==> src/rtl/hazard_ctrl_pkg.sv <==
// rtl/hazard_ctrl_pkg.sv - shared constants and types for the pipeline hazard controller
package hazard_ctrl_pkg;

  // Operand source selects for the E-stage ALU inputs
  localparam logic [1:0] FWD_REG = 2'b00;
  localparam logic [1:0] FWD_W   = 2'b01;
  localparam logic [1:0] FWD_M   = 2'b10;

  // Register $0 is hard-wired to zero and never forwarded or hazarded on
  localparam logic [4:0] REG_ZERO = 5'd0;

  typedef enum logic [1:0] {
    DIV_IDLE = 2'd0,
    DIV_BUSY = 2'd1,
    DIV_DONE = 2'd2
  } div_state_e;

  // M result wins over W because it is the younger write to the same register
  function automatic logic [1:0] fwd_sel(
    input logic [4:0] src,
    input logic       regwrite_m,
    input logic [4:0] writereg_m,
    input logic       regwrite_w,
    input logic [4:0] writereg_w
  );
    logic [1:0] sel;
    sel = FWD_REG;
    if (src != REG_ZERO && regwrite_m && src == writereg_m) begin
      sel = FWD_M;
    end else if (src != REG_ZERO && regwrite_w && src == writereg_w) begin
      sel = FWD_W;
    end
    return sel;
  endfunction

endpackage

==> src/rtl/div_stall_fsm.sv <==
// rtl/div_stall_fsm.sv - holds the pipeline while a multi-cycle divide occupies E
module div_stall_fsm
  import hazard_ctrl_pkg::*;
#(
  parameter int DIV_CYCLES = 32,
  parameter int CNT_W      = 8
) (
  input  logic clk,
  input  logic rst_n,
  input  logic divstart_i,
  output logic divstall_o,
  output logic div_done_o
);

  // IDLE spends one stall cycle, so BUSY covers the remaining DIV_CYCLES-1 (cnt from DIV_CYCLES-2 down to 0)
  localparam logic [CNT_W-1:0] CNT_LOAD = CNT_W'(DIV_CYCLES - 2);
  localparam logic [CNT_W-1:0] CNT_ONE  = CNT_W'(1);

  div_state_e       state_q, state_d;
  logic [CNT_W-1:0] cnt_q, cnt_d;

  // State and counter registers; reset abandons any divide in flight
  always_ff @(posedge clk or negedge rst_n) begin
    if (!rst_n) begin
      state_q <= DIV_IDLE;
      cnt_q   <= '0;
    end else begin
      state_q <= state_d;
      cnt_q   <= cnt_d;
    end
  end

  // Next state, countdown and stall/done outputs
  always_comb begin
    state_d    = state_q;
    cnt_d      = cnt_q;
    divstall_o = 1'b0;
    div_done_o = 1'b0;
    unique case (state_q)
      DIV_IDLE: begin
        if (divstart_i) begin
          divstall_o = 1'b1;
          state_d    = DIV_BUSY;
          cnt_d      = CNT_LOAD;
        end
      end
      DIV_BUSY: begin
        divstall_o = 1'b1;
        if (cnt_q == '0) begin
          state_d = DIV_DONE;
        end else begin
          cnt_d = cnt_q - CNT_ONE;
        end
      end
      DIV_DONE: begin
        // The finished divide is still in E here, so divstart is not a new request
        div_done_o = 1'b1;
        state_d    = DIV_IDLE;
      end
      default: begin
        state_d = DIV_IDLE;
      end
    endcase
  end

endmodule

==> src/rtl/hazard_ctrl.sv <==
// rtl/hazard_ctrl.sv - forwarding, stall and flush control for the 5-stage pipeline
module hazard_ctrl
  import hazard_ctrl_pkg::*;
#(
  parameter int DIV_CYCLES = 32,
  parameter int CNT_W      = 8
) (
  input  logic       clk,
  input  logic       reset,
  input  logic [4:0] rsD,
  input  logic [4:0] rtD,
  input  logic [4:0] rsE,
  input  logic [4:0] rtE,
  input  logic [4:0] writeregE,
  input  logic [4:0] writeregM,
  input  logic [4:0] writeregW,
  input  logic       RegWriteE,
  input  logic       RegWriteM,
  input  logic       RegWriteW,
  input  logic       MemtoRegE,
  input  logic       MemtoRegM,
  input  logic       BranchD,
  input  logic       divstartE,
  output logic [1:0] forwardAE,
  output logic [1:0] forwardBE,
  output logic       forwardAD,
  output logic       forwardBD,
  output logic       stallF,
  output logic       stallD,
  output logic       stallE,
  output logic       flushE,
  output logic       flushM,
  output logic       div_doneE
);

  logic divstall;
  logic div_done;
  logic lwstall;
  logic brstall;
  logic e_hits_d;
  logic m_hits_d;

  div_stall_fsm #(
    .DIV_CYCLES(DIV_CYCLES),
    .CNT_W     (CNT_W)
  ) u_div_stall_fsm (
    .clk       (clk),
    .rst_n     (reset),
    .divstart_i(divstartE),
    .divstall_o(divstall),
    .div_done_o(div_done)
  );

  // Hazard detection: load-use and branch operands not yet available in D
  always_comb begin
    e_hits_d = (writeregE != REG_ZERO) && (writeregE == rsD || writeregE == rtD);
    m_hits_d = (writeregM != REG_ZERO) && (writeregM == rsD || writeregM == rtD);
    lwstall  = MemtoRegE && e_hits_d;
    brstall  = BranchD && ((RegWriteE && e_hits_d) || (MemtoRegM && m_hits_d));
  end

  // Output drive; everything reads zero while reset is held
  always_comb begin
    forwardAE = FWD_REG;
    forwardBE = FWD_REG;
    forwardAD = 1'b0;
    forwardBD = 1'b0;
    stallF    = 1'b0;
    stallD    = 1'b0;
    stallE    = 1'b0;
    flushE    = 1'b0;
    flushM    = 1'b0;
    div_doneE = 1'b0;
    if (reset) begin
      forwardAE = fwd_sel(rsE, RegWriteM, writeregM, RegWriteW, writeregW);
      forwardBE = fwd_sel(rtE, RegWriteM, writeregM, RegWriteW, writeregW);
      forwardAD = (rsD != REG_ZERO) && RegWriteM && (rsD == writeregM);
      forwardBD = (rtD != REG_ZERO) && RegWriteM && (rtD == writeregM);
      stallF    = lwstall || brstall || divstall;
      stallD    = lwstall || brstall || divstall;
      stallE    = divstall;
      // Holding D/E during a divide must not also bubble it
      flushE    = (lwstall || brstall) && !divstall;
      flushM    = divstall;
      div_doneE = div_done;
    end
  end

endmodule

==> config.mk <==
export PLATFORM = sky130hd
export DESIGN_NAME = hazard_ctrl
export DESIGN_NICKNAME = d
export VERILOG_FILES = /design/src/rtl/hazard_ctrl_pkg.sv /design/src/rtl/div_stall_fsm.sv /design/src/rtl/hazard_ctrl.sv
export SDC_FILE = /design/constraint.sdc
export NUM_CORES = 1
export LEC_CHECK = 0
export ABC_CLOCK_PERIOD_IN_PS = 4800
export BUFFER_PORTS_ARGS = -buffer_cell sky130_fd_sc_hd__buf_4
export CAP_MARGIN = 20
export CELL_PAD_IN_SITES_DETAIL_PLACEMENT = 0
export CELL_PAD_IN_SITES_GLOBAL_PLACEMENT = 2
export CORE_MARGIN = 3
export CORE_UTILIZATION = 27
export CTS_CLUSTER_DIAMETER = 200
export DETAILED_ROUTE_END_ITERATION = 12
export PLACE_DENSITY_LB_ADDON = 0.1
export SLEW_MARGIN = 10
export SYNTH_ARGS = -nofsm -noshare
export SYNTH_HDL_FRONTEND = slang
export SYNTH_SLANG_ARGS = --single-unit
==> constraint.sdc <==
create_clock -name clk -period 4.8 [get_ports clk]
set_input_delay 0.48 -clock clk [delete_from_list [all_inputs] [get_ports clk]]
set_output_delay 0.48 -clock clk [all_outputs]
set_load 0.005 [all_outputs]
Word level (Yosys, flattened, before mapping)

Cells that the tools add are included.

Add/subtract/negate cells: 1
$mul: 0
Divide/modulo/power cells: 0
Magnitude comparators: 0
Equal/unequal tests: 15
Shifts and indexed selects: 0
Muxes and demuxes: 21
Bitwise logic cells: 0
Reduce and logical (&&, ||, !) cells: 36

Operators by type and width:

| operator            | number |
|---|---|
| $eq 5x5->1          | 10 |
| $reduce_bool 5->1   | 6 |
| $logic_and 1x1->1   | 19 |
| $mux 8              | 2 |
| $pmux 8 s2          | 1 |
| $mux 2              | 6 |
| $mux 1              | 10 |
| $logic_not 8->1     | 1 |
| $sub 8x1->8 const B | 1 |
| $logic_or 1x1->1    | 5 |
| $ne 2x2->1 const B  | 2 |
| $pmux 2 s2          | 1 |
| $reduce_and 3->1    | 1 |
| $eq 2x1->1 const B  | 1 |
| $eq 2x2->1 const B  | 1 |
| $logic_not 2->1     | 1 |
| $ne 2x1->1 const B  | 1 |
| $pmux 1 s2          | 1 |
| $reduce_and 2->1    | 1 |
| $reduce_bool 2->1   | 1 |
| $logic_not 1->1     | 1 |

Bits in registers: 10
Latch bits: 0
Memory bits (writable): 0
Bits in read-only memories: 0
Bits of input ports: 44
Output and inout port bits: 12
Word-level logic and storage cells: 75
Memories: 0

Depth between registers and ports, before layout

Gate-level depths: netlist of the first run.

Word-level depth: 9
Gate-level depth with buffers: 7

By module

From an unflattened synthesis of the first run, not the netlist that was laid out.

Cell total of the unflattened synthesis: 145
Area total of the unflattened synthesis: 1214.9 µm²

Modules (own cells, without submodules):

| module        | times used | cells each | area each (µm²) | sequential area each (µm²) |
|---|---|---|---|---|
| hazard_ctrl   | 1          | 90         | 696.9           | 0.0 |
| div_stall_fsm | 1          | 55         | 518.0           | 250.2 |

Worst setup path before layout of the first run

No wires, ideal clock.

Path type: in2out
Start: in writeregM[4]
End: out stallF
Arrival: 1675 ps
Data required time: 4320 ps
Setup slack: 2645 ps
Stages on the path: 7
Path through: clkbuf_1 -> xnor2_1 -> nand3_1 -> nor3_1 -> o2111ai_1 -> a31oi_1 -> buf_4

Longest elaborated chain between the ends: 9

Ends and longest elaborated chain:

| item                             | line              | RTL |
|---|---|---|
| from (decl)                      | hazard_ctrl.sv:15 | `input logic [4:0] writeregM,` |
| $eq 5x5->1                       | hazard_ctrl.sv:57 | `m_hits_d = (writeregM != REG_ZERO) && (writeregM == rsD \|\| writeregM == rtD);` |
| $logic_or 1x1->1                 | hazard_ctrl.sv:57 |  |
| $logic_and 1x1->1 *              | hazard_ctrl.sv:57 |  |
| $logic_and 1x1->1 *              | hazard_ctrl.sv:59 | `brstall = BranchD && ((RegWriteE && e_hits_d) \|\| (MemtoRegM && m_hits_d));` |
| $logic_or 1x1->1 *               | hazard_ctrl.sv:59 |  |
| $logic_and 1x1->1 *              | hazard_ctrl.sv:59 |  |
| $logic_or 1x1->1 * (2 in series) | --                |  |
| $mux 1 *                         | --                |  |
| to (decl)                        | hazard_ctrl.sv:28 | `output logic stallF,` |

Mark *: on every way between the ends. The rest lies on a longest branch, timed or not.

Final worst setup path of the first run

Start: in rtE[1]
End: out forwardBE[0]

Longest elaborated chain between the ends: 6

Ends and longest elaborated chain:

| item                            | line                                         | RTL |
|---|---|---|
| from (decl)                     | hazard_ctrl.sv:13                            | `input logic [4:0] rtE,` |
| $reduce_bool 5->1               | hazard_ctrl_pkg.sv:28, hazard_ctrl_pkg.sv:30 |  |
| $logic_and 1x1->1 (2 in series) | hazard_ctrl_pkg.sv:30                        | `end else if (src != REG_ZERO && regwrite_w && src == writereg_w) begin` |
| $mux 1                          | hazard_ctrl_pkg.sv:30                        |  |
| $mux 2 *                        | hazard_ctrl_pkg.sv:28                        | `if (src != REG_ZERO && regwrite_m && src == writereg_m) begin` |
| $mux 2 *                        | hazard_ctrl.sv:74                            | `if (reset) begin` |
| to (decl)                       | hazard_ctrl.sv:25                            | `output logic [1:0] forwardBE,` |

Marked as above.

==> out/metrics.cfg, run 1 <==
[synth]
synth.largest_area_cell = xnor2_1
synth_top_cell_area_share_pct = 21.4
synth_edf_count = 0
synth_commonest_cells = xnor2_1, xor2_1, nor2_1
synth_top_family_by_area = XOR/XNOR gates
syn_inst = 143
synth_xor_xnor_area_share_pct = 32.5
synth_compound_area_share_pct = 12.5
yosysSeqAreaShare_pct = 21.1
avgSynthCellArea_um2 = 8.29
ys.flop_type = dfrtp_1
syn_nets = 189
synthAdderAreaFrac_pct = 2.11
synthMostInstantiatedCell = xnor2_1
async_reset_ff_share_pct = 100
syn_area_um2 = 1180
ys_ff_latch = 10
synth-simple-area-share_pct = 27.7
synth_area_leaders = xnor2_1, dfrtp_1, xor2_1
synth_mux_area_share_pct = 0
synthDistinctLibCells = 30
ys_warn_count = 0

[clock_network]
numCtsBuffers = 3
cts.sinks = 10
cts_setup_buffers = 0
cts_root_buf = clkbuf_8
path_clk_slew_ns = 0.05
cts-htree-levels = 1
cts_resized = 0
ctsHoldBuffers = 0
clk_latency_ns = 0.24
tritoncts = built
clockBufferDepth = 2

[timing]
timing.final.crit_share_pct = 48.0
finClkSkew_ns = 0.00396
finalHoldViolCount = 0
setup_viol = 0
tns_ns = 0
report.final.slew_viol_count = 0
timing.max_slew.rel_slack_pct = 66.1
rsz0062_at_grt = false
maxClockFrequency_mhz = 434
worst_pin_slew_ns = 0.504
fin_ws_ns = 2.50
min_period_ns = 2.30

[placed_design]
gp_congestion = 0.849
dpl.hpwl_um = 2940
dp_cells = 240
dp_worst_setup_slack_ns = 2.51
io_buffer_count = 55

[die]
start_util_pct = 28.8
rows = 23
ios = 56
coreArea_um2 = 4120
die_height_um = 72.2
die-width_um = 72.2
die_area_um2 = 5220

[critical_path]
crit_family = simple AND/OR/NAND/NOR gates
criticalPathCategory = in2out
endpoint_kind = primary output
crit_slowest_cell = or4_1
cp_num_cells = 6
worstPathBufferInverterCount = 2
slowest_delay_ns = 0.52
r2r_slack_ns = 2.99
worst-r2r-cell-count = 7
setup.worst_path.end = forwardBE[0]
r2r-start = u_div_stall_fsm.cnt_q[0]$_DFFE_PN0P_
crit_arrival_ns = 1.82
path_max_fanout = 3
rr_endpoint = u_div_stall_fsm.cnt_q[6]$_DFFE_PN0P_
critPathLaunchType = primary input
required_ns = 4.32
startpoint = rtE[1]
cp_cell_sequence = buf_4, or4_1, nor2_1, nor4_1, nor4_1, buf_4

[detailed_routing]
routedWlPerCell_um = 14.3
drt-vias-per-instance = 4.77
num_vias = 1165
drt_iter0_drc = 56
postRouteAntennaNets = 0
wl_um = 3490
dr.pass1.iters = 4
drc = 0

[grt]
grt_pass1_wl_um = 5750
grt_max_degree = 20
grt_antenna_before_repair = 0
grt-ovfl-total = 0
grtUsageTotal_pct = 13.9
grt_pass1_vias = 1232

[pwr]
p_leak_uw = 0.000694
finalPower_uw = 491
p_per_area_nw_per_um2 = 293
vdd_ir_drop_max_uv = 129

[cells_and_area]
stdcell_count = 244
nets = 241
diodes = 0
nFillCells = 428
layout-drive-gt1-share_pct = 33.5
syn2layout_area_growth_pct = 41.6

[status]
status = complete, no violations

[flow_run]
max_cap_viol_count = 0

[hold_path]
min-delay-path-class = in2async

[worst min path at each step]
| stage | from | to | cells after the start |
|---|---|---|---|
| floorplan | reset | u_div_stall_fsm.cnt_q[0]$_DFFE_PN0P_ | 0 |
| global placement | reset | u_div_stall_fsm.cnt_q[7]$_DFFE_PN0P_ | 1 |
| detailed placement | reset | u_div_stall_fsm.cnt_q[7]$_DFFE_PN0P_ | 1 |
| CTS | reset | u_div_stall_fsm.cnt_q[3]$_DFFE_PN0P_ | 1 |
| global route | reset | u_div_stall_fsm.cnt_q[4]$_DFFE_PN0P_ | 1 |
| finish | reset | u_div_stall_fsm.state_q[0]$_DFFE_PN0P_ | 1 |
[worst register-to-register path, stage by stage, from the launching register on]
cell and delay [ns]:
dfrtp_1 0.37, inv_1 0.12, ha_1 0.19, nor4b_4 0.34
a31oi_2 0.26, nand4b_1 0.18, xor2_1 0.17, nor2_1 0.06
[routing by layer]
metal	share of wire, %	track usage, %	up-vias
met5	0	0	-
met4	1.3	4.18	0
met3	9.0	4.16	7
met2	44	21.9	45
met1	46	18.3	510
li1	-	-	603
[cells in the final DEF (no fill, tap or decap), drive strengths merged]
master	Yosys	final
o21bai	1	1
a21oi	5	5
buf	2	55
a31oi	3	3
or4	4	4
nor2b	1	1
and3	3	3
o2111a	2	2
inv	3	3
or3	1	1
o21ai	4	4
clkbuf	6	4
nand2	7	7
nor4b	1	1
dfrtp	10	10
a2111oi	1	1
ha	2	2
nor3	7	7
xor2	15	15
or2	1	1
nor2	14	14
nand3	8	8
xnor2	29	29
nand4	4	4
nor4	4	4
and2	3	3
o2111ai	1	1
nand4b	1	1
[registers in the layout, indices dropped and copies added, names as in the netlist]
| name | count |
|---|---|
| u_div_stall_fsm.state_q | 2 |
| u_div_stall_fsm.cnt_q | 8 |
[cell type report]
class / count / area, um^2 / area share, %
repair buffers: 55 / 413 / 24.6
inverters: 3 / 11.3 / 0.671
well taps: 50 / 62.6 / 3.73
flip-flops and latches: 10 / 250 / 14.9
multi-input cells: 122 / 886 / 52.8
clock buffers: 4 / 55.1 / 3.28
[per-stage QoR]
stage / util [%] / hold slack, ns / instance area [um^2]
final: 40.8 / 0.0990 / 1680
after global routing: 40.8 / 0.114 / 1680
after CTS: 40.8 / 0.105 / 1680
after detailed placement: 39.4 / 0.362 / 1620
after global placement: 39.4 / 0.357 / 1620
after floorplan: - / 0.184 / 1180
[power by group]
part / internal [uW] / switching (uW)
Combinational: 113 / 109
Sequential: 120 / 40.1
Clock: 72.4 / 36.0
Total: 305 / 185
[cell families (layout without fill, tap and decap cells)]
group / count (synthesis) / after routing
simple gates: 59 / 59
xor+xnor: 44 / 44
compound gates: 17 / 17
buf+inv: 11 / 62
flops: 10 / 10
fa+ha+maj: 2 / 2
Note: power is estimated with default switching activity, not from simulation.
==> inputs of run 2 (changes only) <==
--- a/config.mk
+++ b/config.mk
@@ -5,13 +5,13 @@
 export SDC_FILE = /design/constraint.sdc
 export NUM_CORES = 1
 export LEC_CHECK = 0
-export ABC_CLOCK_PERIOD_IN_PS = 4800
+export ABC_CLOCK_PERIOD_IN_PS = 2200
 export BUFFER_PORTS_ARGS = -buffer_cell sky130_fd_sc_hd__buf_4
 export CAP_MARGIN = 20
 export CELL_PAD_IN_SITES_DETAIL_PLACEMENT = 0
 export CELL_PAD_IN_SITES_GLOBAL_PLACEMENT = 2
 export CORE_MARGIN = 3
-export CORE_UTILIZATION = 27
+export CORE_UTILIZATION = 25
 export CTS_CLUSTER_DIAMETER = 200
 export DETAILED_ROUTE_END_ITERATION = 12
 export PLACE_DENSITY_LB_ADDON = 0.1
==> constraint.sdc (replaced) <==
create_clock -name clk -period 2.2 [get_ports clk]
set_input_delay 0.22 -clock clk [delete_from_list [all_inputs] [get_ports clk]]
set_output_delay 0.22 -clock clk [all_outputs]
set_load 0.005 [all_outputs]
==> run 2 against run 1 <==
Effect of this change:
- clock-buffer cell count decreased by 1
- global-route usage decreased by 1.2 points
- highest routed layer unchanged
- clock power increased by 73%
- non-clock buffer count increased by 1
- flip-flop and latch count unchanged
- critical path type is now reg2reg
- largest cell class unchanged
- power increased by 110%
- critical path depth increased by 1
- first-iteration DRC count decreased by 23%
==> out/metrics.cfg, run 2 (synthesis gave the netlist of run 1 again) <==
[cells_and_area]
largestRegisters = u_div_stall_fsm.cnt_q x8, u_div_stall_fsm.state_q x2
nFillCells = 462  ; +7.9%
largest_reg_flops = 8  ; unchanged
layout-drive-gt1-share_pct = 33.0  ; -0.52 points
layout_commonest_cell = buf_4
final_cell_mix = buf_4, xnor2_1, xor2_1, nor2_1, dfrtp_1
syn2layout_area_growth_pct = 41.5  ; about the same
largest_register = u_div_stall_fsm.cnt_q
diodes = 0  ; unchanged
nets = 242  ; +0.41%
final_area_um2 = 1680  ; about the same

[critical_path]
worstPathBufferInverterCount = 1  ; -1
criticalPathCategory = reg2reg
endpoint_kind = register
r2r_slack_ns = 0.43  ; -2.56 ns
crit_slowest_cell = dfrtp_1
crit_family = simple AND/OR/NAND/NOR gates
required_ns = 2.32  ; -2.00 ns
path_max_fanout = 9  ; +6
r2r-start = u_div_stall_fsm.cnt_q[0]$_DFFE_PN0P_
crit_arrival_ns = 1.89  ; +0.07 ns
slowest_delay_ns = 0.37  ; -0.15 ns
cp_cell_sequence = inv_1, ha_1, nor4b_4, a31oi_2, nand4b_1, xor2_1, nor2_1
rr_endpoint = u_div_stall_fsm.cnt_q[6]$_DFFE_PN0P_
worst-r2r-cell-count = 7  ; unchanged
critPathLaunchType = register

[detailed_routing]
num_vias = 1194  ; +2.5%
dr.pass1.iters = 4  ; unchanged
wl_um = 3600  ; +3.3%
drt-vias-per-instance = 4.85  ; +1.7%
drt_iter0_drc = 43  ; -23%
drc = 0  ; unchanged
routedWlPerCell_um = 14.6  ; +2.4%
postRouteAntennaNets = 0  ; unchanged

[hold_path]
min-delay-path-class = in2reg
whs_path_depth = 3
min_to = u_div_stall_fsm.cnt_q[4]$_DFFE_PN0P_
hold_start = divstartE

[die]
coreArea_um2 = 4470  ; +8.7%
die_height_um = 74.8  ; +3.6%
ios = 56  ; unchanged
die-width_um = 74.8  ; +3.6%
start_util_pct = 26.5  ; -2.3 points
rows = 24  ; +4.3%
die_area_um2 = 5600  ; +7.3%

[placed_design]
gp_congestion = 0.869  ; +2.3%
io_buffer_count = 55  ; unchanged
placed_cell_area_um2 = 1630  ; +0.15%
dpl.hpwl_um = 3040  ; +3.6%

[grt]
grt_pass1_wl_um = 5530  ; -3.8%
grt_max_degree = 20  ; unchanged
grt-ovfl-total = 0  ; unchanged
grtUsageTotal_pct = 12.7  ; -1.2 points
grt_pass1_vias = 1239  ; +0.57%
grt_antenna_before_repair = 0  ; unchanged

[timing]
finClkSkew_ns = 0.00112  ; -0.00284 ns
worst_pin_slew_ns = 0.493  ; -0.0116 ns
finalHoldViolCount = 0  ; unchanged
timing.max_slew.rel_slack_pct = 66.9  ; +0.78 points
maxClockFrequency_mhz = 566
setup_viol = 0  ; unchanged
report.final.slew_viol_count = 0  ; unchanged
rsz0062_at_grt = false
timing.final.crit_share_pct = 80.3
tns_ns = 0  ; unchanged
min_period_ns = 1.77

[clock_network]
path_clk_slew_ns = 0.05  ; about the same
cts_setup_buffers = 0  ; unchanged
clk_latency_ns = 0.23  ; about the same
cts_resized = 0  ; unchanged
numCtsBuffers = 3  ; unchanged
cts-htree-levels = 1  ; unchanged
cts_root_buf = clkbuf_8
cts.sinks = 10  ; unchanged
clockBufferDepth = 2  ; unchanged
tritoncts = built
ctsHoldBuffers = 1  ; +1

[pwr]
p_per_area_nw_per_um2 = 616  ; +110%
p_leak_uw = 0.000691  ; -0.43%
vdd_ir_drop_max_uv = 398  ; +210%

[status]
status = complete, no violations

[flow_run]
max_cap_viol_count = 0  ; unchanged

==> run 2: changes by cell type in the layout (fill, tap and decap cells not counted) <==
cell           change
clkbuf_8           -1
dlygate4sd3_1      +1
==> run 2: how the worst max path moves through the flow <==
| stage | start | endpoint | slack (ns) | cells past startpoint |
|---|---|---|---|---|
| 5_1_grt | rtE[1] | forwardBE[0] | 0.29 | 6 |
| 3_3_place_gp | rtE[1] | forwardBE[0] | 0.48 | 6 |
| 4_1_cts | u_div_stall_fsm.cnt_q[0]$_DFFE_PN0P_ | u_div_stall_fsm.cnt_q[6]$_DFFE_PN0P_ | 0.42 | 7 |
| 2_1_floorplan | writeregM[4] | stallF | 0.56 | 7 |
| 6_report | u_div_stall_fsm.cnt_q[0]$_DFFE_PN0P_ | u_div_stall_fsm.cnt_q[6]$_DFFE_PN0P_ | 0.43 | 7 |
| 3_5_place_dp | u_div_stall_fsm.cnt_q[0]$_DFFE_PN0P_ | u_div_stall_fsm.cnt_q[6]$_DFFE_PN0P_ | 0.42 | 7 |
==> run 2: cell type report <==
type                       count  area (um^2)  area share, %
sequential                    10          250           14.9
timing repair buffer          56          423           25.2
clock buffer                   3         41.3           2.46
multi-input combinational    122          886           52.8
tap                           52         65.1           3.88
inverter                       3         11.3          0.672
==> run 2: power breakdown <==
| part | switching, uW | total [uW] | internal [uW] | leakage, uW |
|---|---|---|---|---|
| combinational | 244 | 493 | 249 | 0.000551 |
| clock | 67.4 | 187 | 120 | 0.0000216 |
| sequential | 91.1 | 353 | 262 | 0.000118 |
==> run 2: stage by stage <==
stage / power, uW / worst slack, ns / instances / hold slack [ns] / utilization [%]
2_1_floorplan: 665 / 0.565 / 143 / -0.0756 / -
3_3_place_gp: 828 / 0.484 / 242 / 0.0973 / 36.3
3_5_place_dp: 847 / 0.415 / 242 / 0.105 / 36.3
4_1_cts: 1040 / 0.421 / 246 / 0.292 / 37.5
5_1_grt: 1110 / 0.291 / 246 / 0.319 / 37.5
6_report: 1030 / 0.434 / 246 / 0.289 / 37.5
==> run 2: worst reg2reg max path: stages, from the launching register on <==
cell and delay [ns]:
dfrtp_1 0.37, inv_1 0.11, ha_1 0.18, nor4b_4 0.35, a31oi_2 0.26, nand4b_1 0.18, xor2_1 0.16, nor2_1 0.05
==> run 2: routing by layer <==
layer / vias to the layer above / part of all wire (%) / track usage, %
met5: - / 0 / 0
met4: 0 / 1.8 / 4.35
met2: 32 / 52 / 23.7
met3: 6 / 5.9 / 1.20
met1: 555 / 41 / 15.1
li1: 601 / - / -
==> inputs of run 3 (changes only) <==
--- a/config.mk
+++ b/config.mk
@@ -5,13 +5,14 @@
 export SDC_FILE = /design/constraint.sdc
 export NUM_CORES = 1
 export LEC_CHECK = 0
-export ABC_CLOCK_PERIOD_IN_PS = 2200
+export ABC_AREA = 1
+export ABC_CLOCK_PERIOD_IN_PS = 1500
 export BUFFER_PORTS_ARGS = -buffer_cell sky130_fd_sc_hd__buf_4
 export CAP_MARGIN = 20
 export CELL_PAD_IN_SITES_DETAIL_PLACEMENT = 0
 export CELL_PAD_IN_SITES_GLOBAL_PLACEMENT = 2
 export CORE_MARGIN = 3
-export CORE_UTILIZATION = 25
+export CORE_UTILIZATION = 21
 export CTS_CLUSTER_DIAMETER = 200
 export DETAILED_ROUTE_END_ITERATION = 12
 export PLACE_DENSITY_LB_ADDON = 0.1
==> constraint.sdc (replaced) <==
create_clock -name clk -period 1.5 [get_ports clk]
set_input_delay 0.15 -clock clk [delete_from_list [all_inputs] [get_ports clk]]
set_output_delay 0.15 -clock clk [all_outputs]
set_load 0.005 [all_outputs]
==> run 3 against run 2 <==
Effect of this change:
- combinational power increased by 110%
- core utilization fell by 4.2 points
- via count grew 42%
- critical path depth unchanged
- cell area is 21% higher
- critical path type is now reg2out
==> out/metrics.cfg, run 3 <==
[grt]
grt_pass1_wl_um = 7980  ; +44%
grt_antenna_before_repair = 0  ; unchanged
grt_max_degree = 9  ; -55%
grt_pass1_vias = 1682  ; +36%
grtUsageTotal_pct = 13.1  ; +0.37 points
grt-ovfl-total = 0  ; unchanged

[clock_network]
clk_latency_ns = 0.23  ; about the same
cts.sinks = 10  ; unchanged
clockBufferDepth = 2  ; unchanged
cts_root_buf = clkbuf_8
cts-htree-levels = 1  ; unchanged
numCtsBuffers = 3  ; unchanged
tritoncts = built
path_clk_slew_ns = 0.05  ; about the same

[synth]
yosysSeqAreaShare_pct = 18.2  ; -2.9 points
synth_commonest_cells = nand2_1, inv_1, nor2_1
syn_inst = 244  ; +71%
ys_warn_count = 0  ; unchanged
synth_edf_count = 0  ; unchanged
syn_area_um2 = 1380  ; +16%
ys.flop_type = dfrtp_1
synth_area_leaders = nand2_1, dfrtp_1, inv_1
syn_nets = 290  ; +53%
synth_top_cell_area_share_pct = 20.5  ; -0.98 points
ys_ff_latch = 10  ; unchanged
synthMostInstantiatedCell = nand2_1
avgSynthCellArea_um2 = 5.64  ; -32%
synthDistinctLibCells = 35  ; +17%
async_reset_ff_share_pct = 100  ; unchanged
synth.largest_area_cell = nand2_1

[die]
start_util_pct = 22.4  ; -4.0 points
die_area_um2 = 7560  ; +35%
ios = 56  ; unchanged
rows = 28  ; +17%
die_height_um = 87.0  ; +16%
coreArea_um2 = 6130  ; +37%
die-width_um = 87.0  ; +16%

[pwr]
vdd_ir_drop_max_uv = 730  ; +84%
p_per_area_nw_per_um2 = 910  ; +48%
p_leak_uw = 0.00110  ; +59%

[status]
status = complete, no violations

[timing]
min_period_ns = 1.43
tns_ns = 0  ; unchanged
timing.final.crit_share_pct = 95.6
finClkSkew_ns = 0.00309  ; +0.00198 ns
finalHoldViolCount = 0  ; unchanged
maxClockFrequency_mhz = 697
setup_viol = 0  ; unchanged
report.final.slew_viol_count = 0  ; unchanged
worst_pin_slew_ns = 0.305  ; -0.188 ns
timing.max_slew.rel_slack_pct = 79.6  ; +13 points
fin_ws_ns = 0.0657  ; -0.368 ns
rsz0062_at_grt = true

[detailed_routing]
num_vias = 1699  ; +42%
wl_um = 4930  ; +37%
routedWlPerCell_um = 12.8  ; -13%
dr.pass1.iters = 4  ; unchanged
drt-vias-per-instance = 4.40  ; -9.3%
drt_iter0_drc = 43  ; unchanged
postRouteAntennaNets = 0  ; unchanged
drc = 0  ; unchanged

[placed_design]
gp_congestion = 0.773  ; -11%
dpl.hpwl_um = 4170  ; +37%
dp_cells = 376  ; +55%
dp_worst_setup_slack_ns = 0.0493  ; -0.366 ns
io_buffer_count = 55  ; unchanged

[critical_path]
path_max_fanout = 4  ; -5
setup.worst_path.end = flushM
crit_arrival_ns = 1.28  ; -0.61 ns
criticalPathCategory = reg2out
r2r_slack_ns = 0.14  ; -0.29 ns
endpoint_kind = primary output
startpoint = u_div_stall_fsm.state_q[1]$_DFFE_PN0P_
critPathLaunchType = register
r2r-start = u_div_stall_fsm.cnt_q[0]$_DFFE_PN0P_
required_ns = 1.35  ; -0.97 ns
rr_endpoint = u_div_stall_fsm.cnt_q[2]$_DFFE_PN0P_
worst-r2r-cell-count = 9  ; +2

[cells_and_area]
largestRegisters = u_div_stall_fsm.cnt_q x8, u_div_stall_fsm.state_q x2
diodes = 0  ; unchanged
layout-drive-gt1-share_pct = 30.2  ; -2.8 points
largest_register = u_div_stall_fsm.cnt_q
largest_reg_flops = 8  ; unchanged
stdcell_count = 386  ; +57%
nFillCells = 705  ; +53%
syn2layout_area_growth_pct = 48.0
layout_commonest_cell = nand2_1
nets = 358  ; +48%
final_cell_mix = nand2_1, buf_4, inv_1, nor2_1, nand3_1
utilization_pct = 33.2  ; -4.2 points

[hold_path]
min-delay-path-class = in2reg
whs_path_depth = 4  ; +1

[flow_run]
max_cap_viol_count = 0  ; unchanged

[run 3: worst min path at each step]
stage | startpoint | end | slack, ns
floorplan | reset | u_div_stall_fsm.cnt_q[0]$_DFFE_PN0P_ | -0.15
global placement | reset | u_div_stall_fsm.cnt_q[0]$_DFFE_PN0P_ | -0.02
detailed placement | reset | u_div_stall_fsm.cnt_q[0]$_DFFE_PN0P_ | -0.02
CTS | divstartE | u_div_stall_fsm.cnt_q[3]$_DFFE_PN0P_ | 0.32
global route | divstartE | u_div_stall_fsm.cnt_q[3]$_DFFE_PN0P_ | 0.35
finish | divstartE | u_div_stall_fsm.cnt_q[3]$_DFFE_PN0P_ | 0.32
[run 3: area by class of cell]
cell class	instances	area (um^2)	area share (%)
timing repair buffer	66	500	24.6
multi-input combinational	185	956	46.9
inverter	46	179	8.78
sequential	10	253	12.4
clock buffer	4	55.1	2.70
tap	75	93.8	4.61
[run 3: through the flow]
stage	hold slack, ns	area [um^2]	total power (uW)
after floorplan	-0.146	1380	1070
after global placement	-0.0178	1900	1460
after detailed placement	-0.0159	1900	1450
after CTS	0.318	2010	1840
after global routing	0.354	2040	2040
final	0.317	2040	1850
[run 3: worst max-delay path: stages (launching register included)]
cell,delay (ns)
dfrtp_2,0.44
nor2_4,0.13
inv_2,0.06
nand2_4,0.06
inv_2,0.04
nor2_4,0.09
buf_4,0.12
buf_4,0.10
[run 3: cell families (layout without fill, tap and decap cells)]
kind of cell,count (synthesis),after routing,share of synthesized area (%)
XOR/XNOR,10,10,6.36
adder cells (fa/ha/maj),2,2,1.82
buffers and inverters,49,116,14.2
AO/OA/AOI/OAI,32,32,14.4
flip-flops,10,10,18.2
AND/OR/NAND/NOR,141,141,45.1
[run 3: per-layer routing]
metal	track usage [%]	routed length (um)	part of all wire (%)	vias up
met1	17.0	2260	46	754
met2	23.1	2400	49	30
met3	1.42	232	4.7	5
li1	-	-	-	910
met4	3.12	40	0.81	0
met5	0	0	0	-
[run 3: where the power goes]
| part | internal [uW] | switching [uW] | total (uW) |
|---|---|---|---|
| clock network | 231 | 105 | 335 |
| logic | 459 | 571 | 1030 |
| registers | 384 | 105 | 489 |
[run 3: what timing repair did]
| action | CTS | global route |
|---|---|---|
| pin swaps | 5 | 6 |
| hold buffers | 2 | 0 |
| setup buffers | 3 | 1 |
| endpoints found under the hold margin | 10 | 0 |
| endpoints found under the setup margin | 4 | 10 |
| gates resized for setup | 5 | 8 |
